## config.mk

```make
export PLATFORM = sky130hd
export DESIGN_NAME = axi3_to_intbus
export DESIGN_NICKNAME = d
export VERILOG_FILES = /design/src/rtl/axi3_pkg.sv /design/src/rtl/axi3_burst_addr.sv /design/src/rtl/axi3_to_intbus.sv
export SDC_FILE = /design/constraint.sdc
export NUM_CORES = 1
export LEC_CHECK = 0
export ABC_CLOCK_PERIOD_IN_PS = 4600
export BUFFER_PORTS_ARGS = -buffer_cell sky130_fd_sc_hd__buf_2
export CORE_MARGIN = 2
export CORE_UTILIZATION = 30
export CTS_BUF_LIST = sky130_fd_sc_hd__clkbuf_4
export CTS_CLUSTER_SIZE = 28
export DETAILED_ROUTE_END_ITERATION = 16
export GPL_TIMING_DRIVEN = 0
export PLACE_DENSITY_LB_ADDON = 0.3
export SETUP_SLACK_MARGIN = 0.5
export SYNTH_ARGS = -nofsm -noshare
export SYNTH_HDL_FRONTEND = slang
export SYNTH_HIERARCHICAL = 1
export SYNTH_SLANG_ARGS = --single-unit
```

## constraint.sdc

```tcl
create_clock -name aclk -period 4.6 [get_ports aclk]
set_input_delay 0.23 -clock aclk [delete_from_list [all_inputs] [get_ports aclk]]
set_output_delay 0.23 -clock aclk [all_outputs]
set_load 0.005 [all_outputs]
```

## src/rtl/axi3_pkg.sv

```systemverilog
// rtl/axi3_pkg.sv - shared burst/response codes, widths and FSM state type for the AXI3 bridge
package axi3_pkg;

    localparam int DATA_W = 32;
    localparam int ADDR_W = 32;

    localparam logic [1:0] BURST_FIXED = 2'b00;
    localparam logic [1:0] BURST_INCR  = 2'b01;
    localparam logic [1:0] BURST_WRAP  = 2'b10;

    localparam logic [1:0] RESP_OKAY   = 2'b00;

    typedef enum logic [2:0] {
        IDLE,
        WR_DATA,
        WR_RESP,
        RD_ISSUE,
        RD_WAIT,
        RD_DATA
    } state_t;

endpackage

```

## src/rtl/axi3_burst_addr.sv

```systemverilog
// rtl/axi3_burst_addr.sv - next word address for FIXED/INCR/WRAP bursts
module axi3_burst_addr
    import axi3_pkg::*;
(
    input  logic [ADDR_W-3:0] addr,
    input  logic [3:0]        len,
    input  logic [1:0]        burst,
    output logic [ADDR_W-3:0] next_addr
);

    logic [ADDR_W-3:0] incr;
    logic [ADDR_W-3:0] wrap_mask;

    always_comb begin
        incr      = addr + 30'd1;
        // legal wrap lengths are 2/4/8/16 beats, so len itself is the in-block offset mask
        wrap_mask = {{(ADDR_W-6){1'b0}}, len};
        case (burst)
            BURST_FIXED: next_addr = addr;
            BURST_WRAP:  next_addr = (addr & ~wrap_mask) | (incr & wrap_mask);
            default:     next_addr = incr;
        endcase
    end

endmodule

```

## src/rtl/axi3_to_intbus.sv

```systemverilog
// rtl/axi3_to_intbus.sv - AXI3 slave to single-cycle internal register bus bridge, one beat at a time
module axi3_to_intbus
    import axi3_pkg::*;
#(
    parameter int ID_W         = 12,
    parameter int READ_LATENCY = 2
) (
    input  logic              aclk,
    input  logic              areset,

    input  logic [ID_W-1:0]   awid,
    input  logic [ADDR_W-1:0] awaddr,
    input  logic [3:0]        awlen,
    input  logic [2:0]        awsize,
    input  logic [1:0]        awburst,
    input  logic              awvalid,
    output logic              awready,

    input  logic [ID_W-1:0]   wid,
    input  logic [DATA_W-1:0] wdata,
    input  logic [3:0]        wstrb,
    input  logic              wlast,
    input  logic              wvalid,
    output logic              wready,

    output logic [ID_W-1:0]   bid,
    output logic [1:0]        bresp,
    output logic              bvalid,
    input  logic              bready,

    input  logic [ID_W-1:0]   arid,
    input  logic [ADDR_W-1:0] araddr,
    input  logic [3:0]        arlen,
    input  logic [2:0]        arsize,
    input  logic [1:0]        arburst,
    input  logic              arvalid,
    output logic              arready,

    output logic [ID_W-1:0]   rid,
    output logic [DATA_W-1:0] rdata,
    output logic [1:0]        rresp,
    output logic              rlast,
    output logic              rvalid,
    input  logic              rready,

    output logic [ADDR_W-3:0] bus_addr,
    output logic [DATA_W-1:0] bus_wdata,
    output logic              bus_wr,
    output logic              bus_rd,
    input  logic [DATA_W-1:0] bus_rdata
);

    localparam logic [2:0] LAT = 3'(READ_LATENCY);

    state_t            state_q, state_d;
    logic [ADDR_W-3:0] cur_addr;
    logic [ADDR_W-3:0] next_addr;
    logic [3:0]        len_q;
    logic [3:0]        beat_q;
    logic [1:0]        burst_q;
    logic [2:0]        lat_q;
    logic              last_beat;
    logic              unused_inputs;

    assign last_beat     = (beat_q == len_q);
    assign unused_inputs = ^{wid, wstrb, awsize, arsize, awaddr[1:0], araddr[1:0]};

    axi3_burst_addr u_burst_addr (
        .addr      (cur_addr),
        .len       (len_q),
        .burst     (burst_q),
        .next_addr (next_addr)
    );

    always_ff @(posedge aclk or posedge areset) begin
        if (areset) state_q <= IDLE;
        else        state_q <= state_d;
    end

    always_comb begin
        state_d = state_q;
        awready = 1'b0;
        arready = 1'b0;
        wready  = 1'b0;
        case (state_q)
            IDLE: begin
                // readies stay low while reset is held; a write wins a same-cycle tie
                awready = !areset;
                arready = !areset && !awvalid;
                if (awvalid)      state_d = WR_DATA;
                else if (arvalid) state_d = RD_ISSUE;
            end
            WR_DATA: begin
                wready = 1'b1;
                if (wvalid && wlast) state_d = WR_RESP;
            end
            WR_RESP:  if (bready) state_d = IDLE;
            RD_ISSUE: state_d = RD_WAIT;
            RD_WAIT:  if (lat_q == LAT) state_d = RD_DATA;
            RD_DATA:  if (rready) state_d = last_beat ? IDLE : RD_ISSUE;
            default:  state_d = IDLE;
        endcase
    end

    always_ff @(posedge aclk or posedge areset) begin
        if (areset) begin
            cur_addr  <= '0;
            len_q     <= '0;
            burst_q   <= '0;
            beat_q    <= '0;
            lat_q     <= '0;
            bid       <= '0;
            bresp     <= RESP_OKAY;
            bvalid    <= 1'b0;
            rid       <= '0;
            rdata     <= '0;
            rresp     <= RESP_OKAY;
            rlast     <= 1'b0;
            rvalid    <= 1'b0;
            bus_addr  <= '0;
            bus_wdata <= '0;
            bus_wr    <= 1'b0;
            bus_rd    <= 1'b0;
        end else begin
            bus_wr <= 1'b0;
            bus_rd <= 1'b0;
            case (state_q)
                IDLE: begin
                    if (awvalid) begin
                        bid      <= awid;
                        cur_addr <= awaddr[ADDR_W-1:2];
                        len_q    <= awlen;
                        burst_q  <= awburst;
                    end else if (arvalid) begin
                        rid      <= arid;
                        cur_addr <= araddr[ADDR_W-1:2];
                        bus_addr <= araddr[ADDR_W-1:2];
                        len_q    <= arlen;
                        burst_q  <= arburst;
                        beat_q   <= '0;
                        bus_rd   <= 1'b1;
                    end
                end
                WR_DATA: begin
                    if (wvalid) begin
                        bus_wr    <= 1'b1;
                        bus_addr  <= cur_addr;
                        bus_wdata <= wdata;
                        cur_addr  <= next_addr;
                        if (wlast) begin
                            bvalid <= 1'b1;
                            bresp  <= RESP_OKAY;
                        end
                    end
                end
                WR_RESP: if (bready) bvalid <= 1'b0;
                RD_ISSUE: lat_q <= 3'd1;
                RD_WAIT: begin
                    lat_q <= lat_q + 3'd1;
                    if (lat_q == LAT) begin
                        rdata  <= bus_rdata;
                        rvalid <= 1'b1;
                        rresp  <= RESP_OKAY;
                        rlast  <= last_beat;
                    end
                end
                RD_DATA: begin
                    if (rready) begin
                        rvalid <= 1'b0;
                        rlast  <= 1'b0;
                        if (!last_beat) begin
                            cur_addr <= next_addr;
                            bus_addr <= next_addr;
                            beat_q   <= beat_q + 4'd1;
                            bus_rd   <= 1'b1;
                        end
                    end
                end
                default: ;
            endcase
        end
    end

endmodule

```

* After elaboration in Yosys (flattened, before gate mapping)
Cells that the tools add are included.
W data, S select, Z words.
** Operators by class
- Mux-type cells :: 47
- Eq/ne operators :: 18
- Bitwise logic cells :: 5
- Reduce and logical (&&, ||, !) cells :: 23
- $add $sub $neg :: 3
** Operators by type and width (count)
- $mux W30 :: 7
- $pmux W30 S3 :: 2
- $pmux W30 S2 :: 1
- $add A30 B1 Y30 const B :: 1
- $and A30 B30 Y30 :: 1
- $and A30 B4 Y30 :: 1
- $not A4 Y30 :: 1
- $or A30 B30 Y30 :: 1
- $mux W4 :: 6
- $mux W3 :: 6
- $ne A2 B2 Y1 const B :: 9
- $pmux W3 S6 :: 1
- $mux W1 :: 15
- $reduce_and A5 Y1 :: 3
- $reduce_bool A2 Y1 :: 5
- $eq A3 B2 Y1 const B :: 3
- $pmux W1 S2 :: 4
- $pmux W4 S2 :: 1
- $reduce_and A2 Y1 :: 4
- $eq A3 B3 Y1 const B :: 2
- $mux W2 :: 3
- $pmux W3 S2 :: 1
- $reduce_and A3 Y1 :: 2
- $reduce_and A6 Y1 :: 1
- other kinds (13) :: 15
** Storage, ports and cells
- Register bits :: 169
- Input port bits :: 194
- Output and inout bits :: 130

* Depth between registers and ports, before layout
- Depth after elaboration :: 7
- Mapped depth :: 9

* Modules after synthesis
The synthesis kept the hierarchy.
** Modules (own cells, without submodules)
- axi3_to_intbus :: instances 1, area each 7871.3 sq um, cells each 691
- axi3_burst_addr :: instances 1, area each 649.4 sq um, cells each 91

* Worst setup path before layout
OpenSTA, ideal clock, no wires.
- Path kind :: register -> register
- Start :: reg cur_addr[0]
- End :: reg cur_addr[28]
- Cell stages (with the launch flop) :: 9
- Arrival time :: 1732 ps
- Setup time :: 128 ps
- Setup slack :: 2741 ps
- Clock period less this slack :: 1859 ps
- Cell sequence :: dfrtp_1 ha_1 nand4_1 nor2_1 nand4_1 xnor2_1 nand2_1 o21ai_0 mux2_1
** Between the ends
- Cells in the longest elaborated chain, start to end :: 7
- Elaborated cells on any way between the ends :: 8
- Those cells by class :: 1 x add/sub; 5 x mux; 2 x bitwise
** Ends and longest elaborated chain
- start, declared :: RTL line axi3_to_intbus.sv:56 : logic [ADDR_W-3:0] cur_addr;
- start signal, assigned :: RTL line axi3_to_intbus.sv:131 : cur_addr <= awaddr[ADDR_W-1:2];
- start signal, assigned :: RTL line axi3_to_intbus.sv:136 : cur_addr <= araddr[ADDR_W-1:2];
- start signal, assigned :: RTL line axi3_to_intbus.sv:149 : cur_addr <= next_addr;
- $add A30 B1 Y30 * :: RTL line axi3_burst_addr.sv:15 : incr = addr + 30'd1;
- $and A30 B4 Y30 :: RTL line axi3_burst_addr.sv:20 : BURST_WRAP: next_addr = (addr & ~wrap_mask) | (incr & wrap_mask);
- $or A30 B30 Y30 :: RTL line axi3_burst_addr.sv:20
- $pmux W30 S2 * :: RTL line axi3_burst_addr.sv:18 : case (burst)
- named net next_addr[28] :: RTL line axi3_to_intbus.sv:57 : logic [ADDR_W-3:0] next_addr;
- $mux W30 :: RTL line axi3_to_intbus.sv:171 : if (!last_beat) begin
- $mux W30 :: RTL line axi3_to_intbus.sv:168 : if (rready) begin
- $pmux W30 S3 * :: RTL line axi3_to_intbus.sv:127 : case (state_q)
Mark *: on every way through the listed nets, which the timed path passes. The rest lies on a longest branch. The select of a mux whose other input is x is not followed.
A chain may end at the register's enable or synchronous reset.

* Final worst setup path
- Start :: reg state_q[0]
- End :: out wready
** Between the ends
- Cells in the longest elaborated chain, start to end :: 2
** Ends and longest elaborated chain
- start, declared :: RTL line axi3_to_intbus.sv:55 : state_t state_q, state_d;
- start signal, assigned :: RTL line axi3_to_intbus.sv:77 : else state_q <= state_d;
- $eq A3 B1 Y1 :: RTL line axi3_to_intbus.sv:85 : case (state_q)
- $mux W1 :: RTL line axi3_to_intbus.sv:85
- end, declared :: RTL line axi3_to_intbus.sv:24 : output logic wready,
Every way passes these cells.

==> run_results.csv <==
group,metric,value,unit
clocking,tritoncts.num_buffers,17,
sta,setup_slack,2040,ps
logic_synthesis,syn-mean-instance-area,10.9,um2
floorplan,initial_utilization,30.6,%
setup_path,worstRegToRegCells,8,
pwr,worst_ir_drop_vdd,231,uV
logic_synthesis,asyncSetResetFlopFracSynth,100,%
drt,drt_first_pass_iters,5,
clocking,postCtsResizedCells,0,
sta,ratio_of_final_minimum_period_to_clock_period,55.7,%
sta,setup_viol,0,
floorplan,die_x,173,um
finish,mostFrequentLayoutCells,"buf_2, dfrtp_1, dlygate4sd3_1",
global_routing,overflow,0,
clocking,clkLatencyLatePin,580,ps
drt,via_count,7595,
clocking,cts.sink_count,169,
sta,finalClockSkew,32.6,ps
logic_synthesis,post_synth_edffs,0,
drt,post_route_ant_nets,0,
global_routing,largest_net_degree_at_the_start_of_global_routing,43,
sta,maxClockFrequency,390,MHz
sta,final.min_clock_period,2560,ps
sta,number_of_pins_with_negative_max_slew_slack_in_the_final_report,0,
sta,setup-tns-final,0,ps
pwr,share_clk_of_total_power,13.4,%
logic_synthesis,synth_top_flop_cell,"dfrtp_1",
setup_path,critPathKind,"flip-flop to output port",
global_routing,number_of_global_route_vias_before_repair,7904,
sta,slew_headroom,41.2,%
pwr,power.combinational.fraction,48.0,%
min_path,hold-path-endpoint,"cur_addr[7]",
floorplan,die_area,29800,um2
finish,final_common_cell,"buf_2",
setup_path,r2r_setup_slack,2080,ps
logic_synthesis,synthCells,782,
sta,hold_viol,0,
placement,pre_cts_ws,2150,ps
placement,place.port_buffers,292,
setup_path,r2r_start,"state_q[0]",
logic_synthesis,synth_seq_area_share,49.6,%
logic_synthesis,ys_types,53,
clocking,cts_tree,"done",
pwr,power_leakage,5.66,nW
finish,layout.filler_cells,2647,
setup_path,critPathLaunchType,"flip-flop",
setup_path,max_fanout_on_critical_path,10,
pwr,power_per_cell_area,577,nW/um2
clocking,worst_setup_hold_path_clk_slew,180,ps
logic_synthesis,yosys_warnings,6,
finish,fin_nets,1438,
setup_path,cp_data_required_time,4370,ps
min_path,hold_path.class,"input pin to flip-flop",
pwr,swShare,41.1,%
global_routing,grt_pass1_wl,42.6,mm
drt,detail_route.wl_per_cell,16.3,um
sta,worst_pin_slew,882,ps
placement,dp_hpwl,18.9,mm
drt,drt_wl_total,26.6,mm
floorplan,die_y,173,um
placement,placedCellCount,1459,
drt,vias_per_cell,4.65,
clocking,clock_tree.root_cell,"clkbuf_4",
min_path,whs_path_cells,4,
status,run_status,"completed",
logic_synthesis,syn-cell-area,8520,um2
min_path,hold_path_startpoint,"awaddr[9]",
setup_path,critical_path.reg2reg.endpoint,"bus_addr[9]",
sta,rsz0062_at_grt,"false",
finish,syn_to_final_growth,44.1,%
floorplan,placement_rows,61,
logic_synthesis,yosys_register_bits,169,
floorplan,core-area,27900,um2
global_routing,grt_antenna_before_repair,2,
placement,gp_congestion,0.817,
drt,drc,0,
clocking,max-clock-path-buffers,2,
setup_path,crit_path_end_kind,"output port",
pwr,internal_power,4.17,mW
pwr,power.switching,2.92,mW
pwr,power.share.sequential,38.6,%
drt,violation_count_after_the_first_detailed_routing_iteration,281,
finish,layout-drive-gt1-share,38.3,%
setup_path,crit_arrival,2330,ps
finish,final_cell_count_no_fill,1634,
floorplan,floorplan.io_pins,324,
run,max_cap_viols,0,
global_routing,grt_use_total,17.9,%
clocking,cts-htree-levels,4,
[metrics by stage]
stage | area (um2) | utilization (%) | total power [mW] | hold WS [ps]
final | 12300 | 44.1 | 7.09 | 79.9
after global placement | 10500 | 37.6 | 6.02 | 459
after floorplan | 8540 | - | 4.78 | 380
after global routing | 12300 | 44.1 | 7.72 | 28.2
after CTS | 12300 | 44.0 | 7.19 | 2.01
after detailed placement | 10600 | 37.9 | 6.11 | 464
[Yosys cell counts (4+ instances only)]
library cell	n	area share, %
xnor2_1	29	3.0
clkbuf_1	20	0.88
inv_1	9	0.40
nand2_1	113	5.0
nor3_1	6	0.35
and2_1	5	0.37
nand3_1	11	0.65
nand4_1	15	1.1
dfrtp_1	169	50
xor2_1	4	0.41
a21oi_1	16	0.94
mux2_2	116	15
o21ai_0	95	5.6
buf_2	22	1.3
nor2_1	24	1.1
ha_1	4	0.59
buf_4	5	0.44
mux2i_1	66	7.8
[metal layers]
metal | routed length (um) | part of all wire (%) | GRT usage [%]
met1 | 11500 | 43 | 22.0
met2 | 13200 | 50 | 31.3
met3 | 1340 | 5.0 | 3.89
met4 | 559 | 2.1 | 5.77
met5 | 0 | 0 | 0
[worst max-delay path by stage]
stage | slack [ps] | cells past startpoint | start | end
3_3_place_gp | 890 | 2 | areset | bus_addr[14]
6_report | 2040 | 6 | state_q[0] | wready
2_1_floorplan | 2220 | 1 | areset | beat_q[0]
5_1_grt | 1790 | 8 | state_q[0] | bus_addr[29]
4_1_cts | 1960 | 6 | state_q[0] | wready
3_5_place_dp | 2150 | 8 | state_q[0] | bus_addr[9]
[kinds of logic after synthesis]
logic type | count (synthesis) | synth area share (%)
AOI/OAI and AO/OA | 131 | 8.44
xor gates and xnor gates | 33 | 3.39
adders and majority gates | 4 | 0.587
buffers and inverters | 61 | 3.41
DFF | 169 | 49.6
muxes | 185 | 23.5
other | 1 | 0.0440
and+or+nand+nor | 198 | 11.0
[sequential cells by signal, indices dropped and copies added, names as in the netlist, 2 cells and up]
register / flops
bus_wdata: 32
bid: 12
len_q: 4
rdata: 32
lat_q: 3
bus_addr: 30
rid: 12
beat_q: 4
cur_addr: 30
burst_q: 2
state_q: 3
[repair_timing]
item	CTS	global route
endpoints found under the hold margin	168	0
setup buffers	0	0
hold buffers	140	0
[worst max-delay path, cell delays in order, from the launching register on]
cell and delay, ps:
dfrtp_1 380, buf_6 120, nor2b_1 110, buf_2 270, clkbuf_1 520, and2_1 220
buf_2 130
[power groups by stage]
stage	Clock [mW]	Sequential, mW	Combinational, mW
3_5_place_dp	0	2.77	3.34
3_3_place_gp	0	2.74	3.28
2_1_floorplan	0	2.76	2.02
6_report	0.950	2.74	3.40
5_1_grt	1.06	2.86	3.80
4_1_cts	1.01	2.73	3.45
[cell type report]
type	instances	area, um2	area share, %
inverters	10	41.3	0.336
plain buffers	51	253	2.06
clock inverters	15	190	1.55
flip-flops and latches	169	4230	34.4
well taps	378	473	3.85
repair buffers	436	2940	24.0
multi-input cells	555	4010	32.7
diodes	3	7.51	0.0611
clock buffers	17	128	1.04
Note: power is estimated with default switching activity, not from simulation.
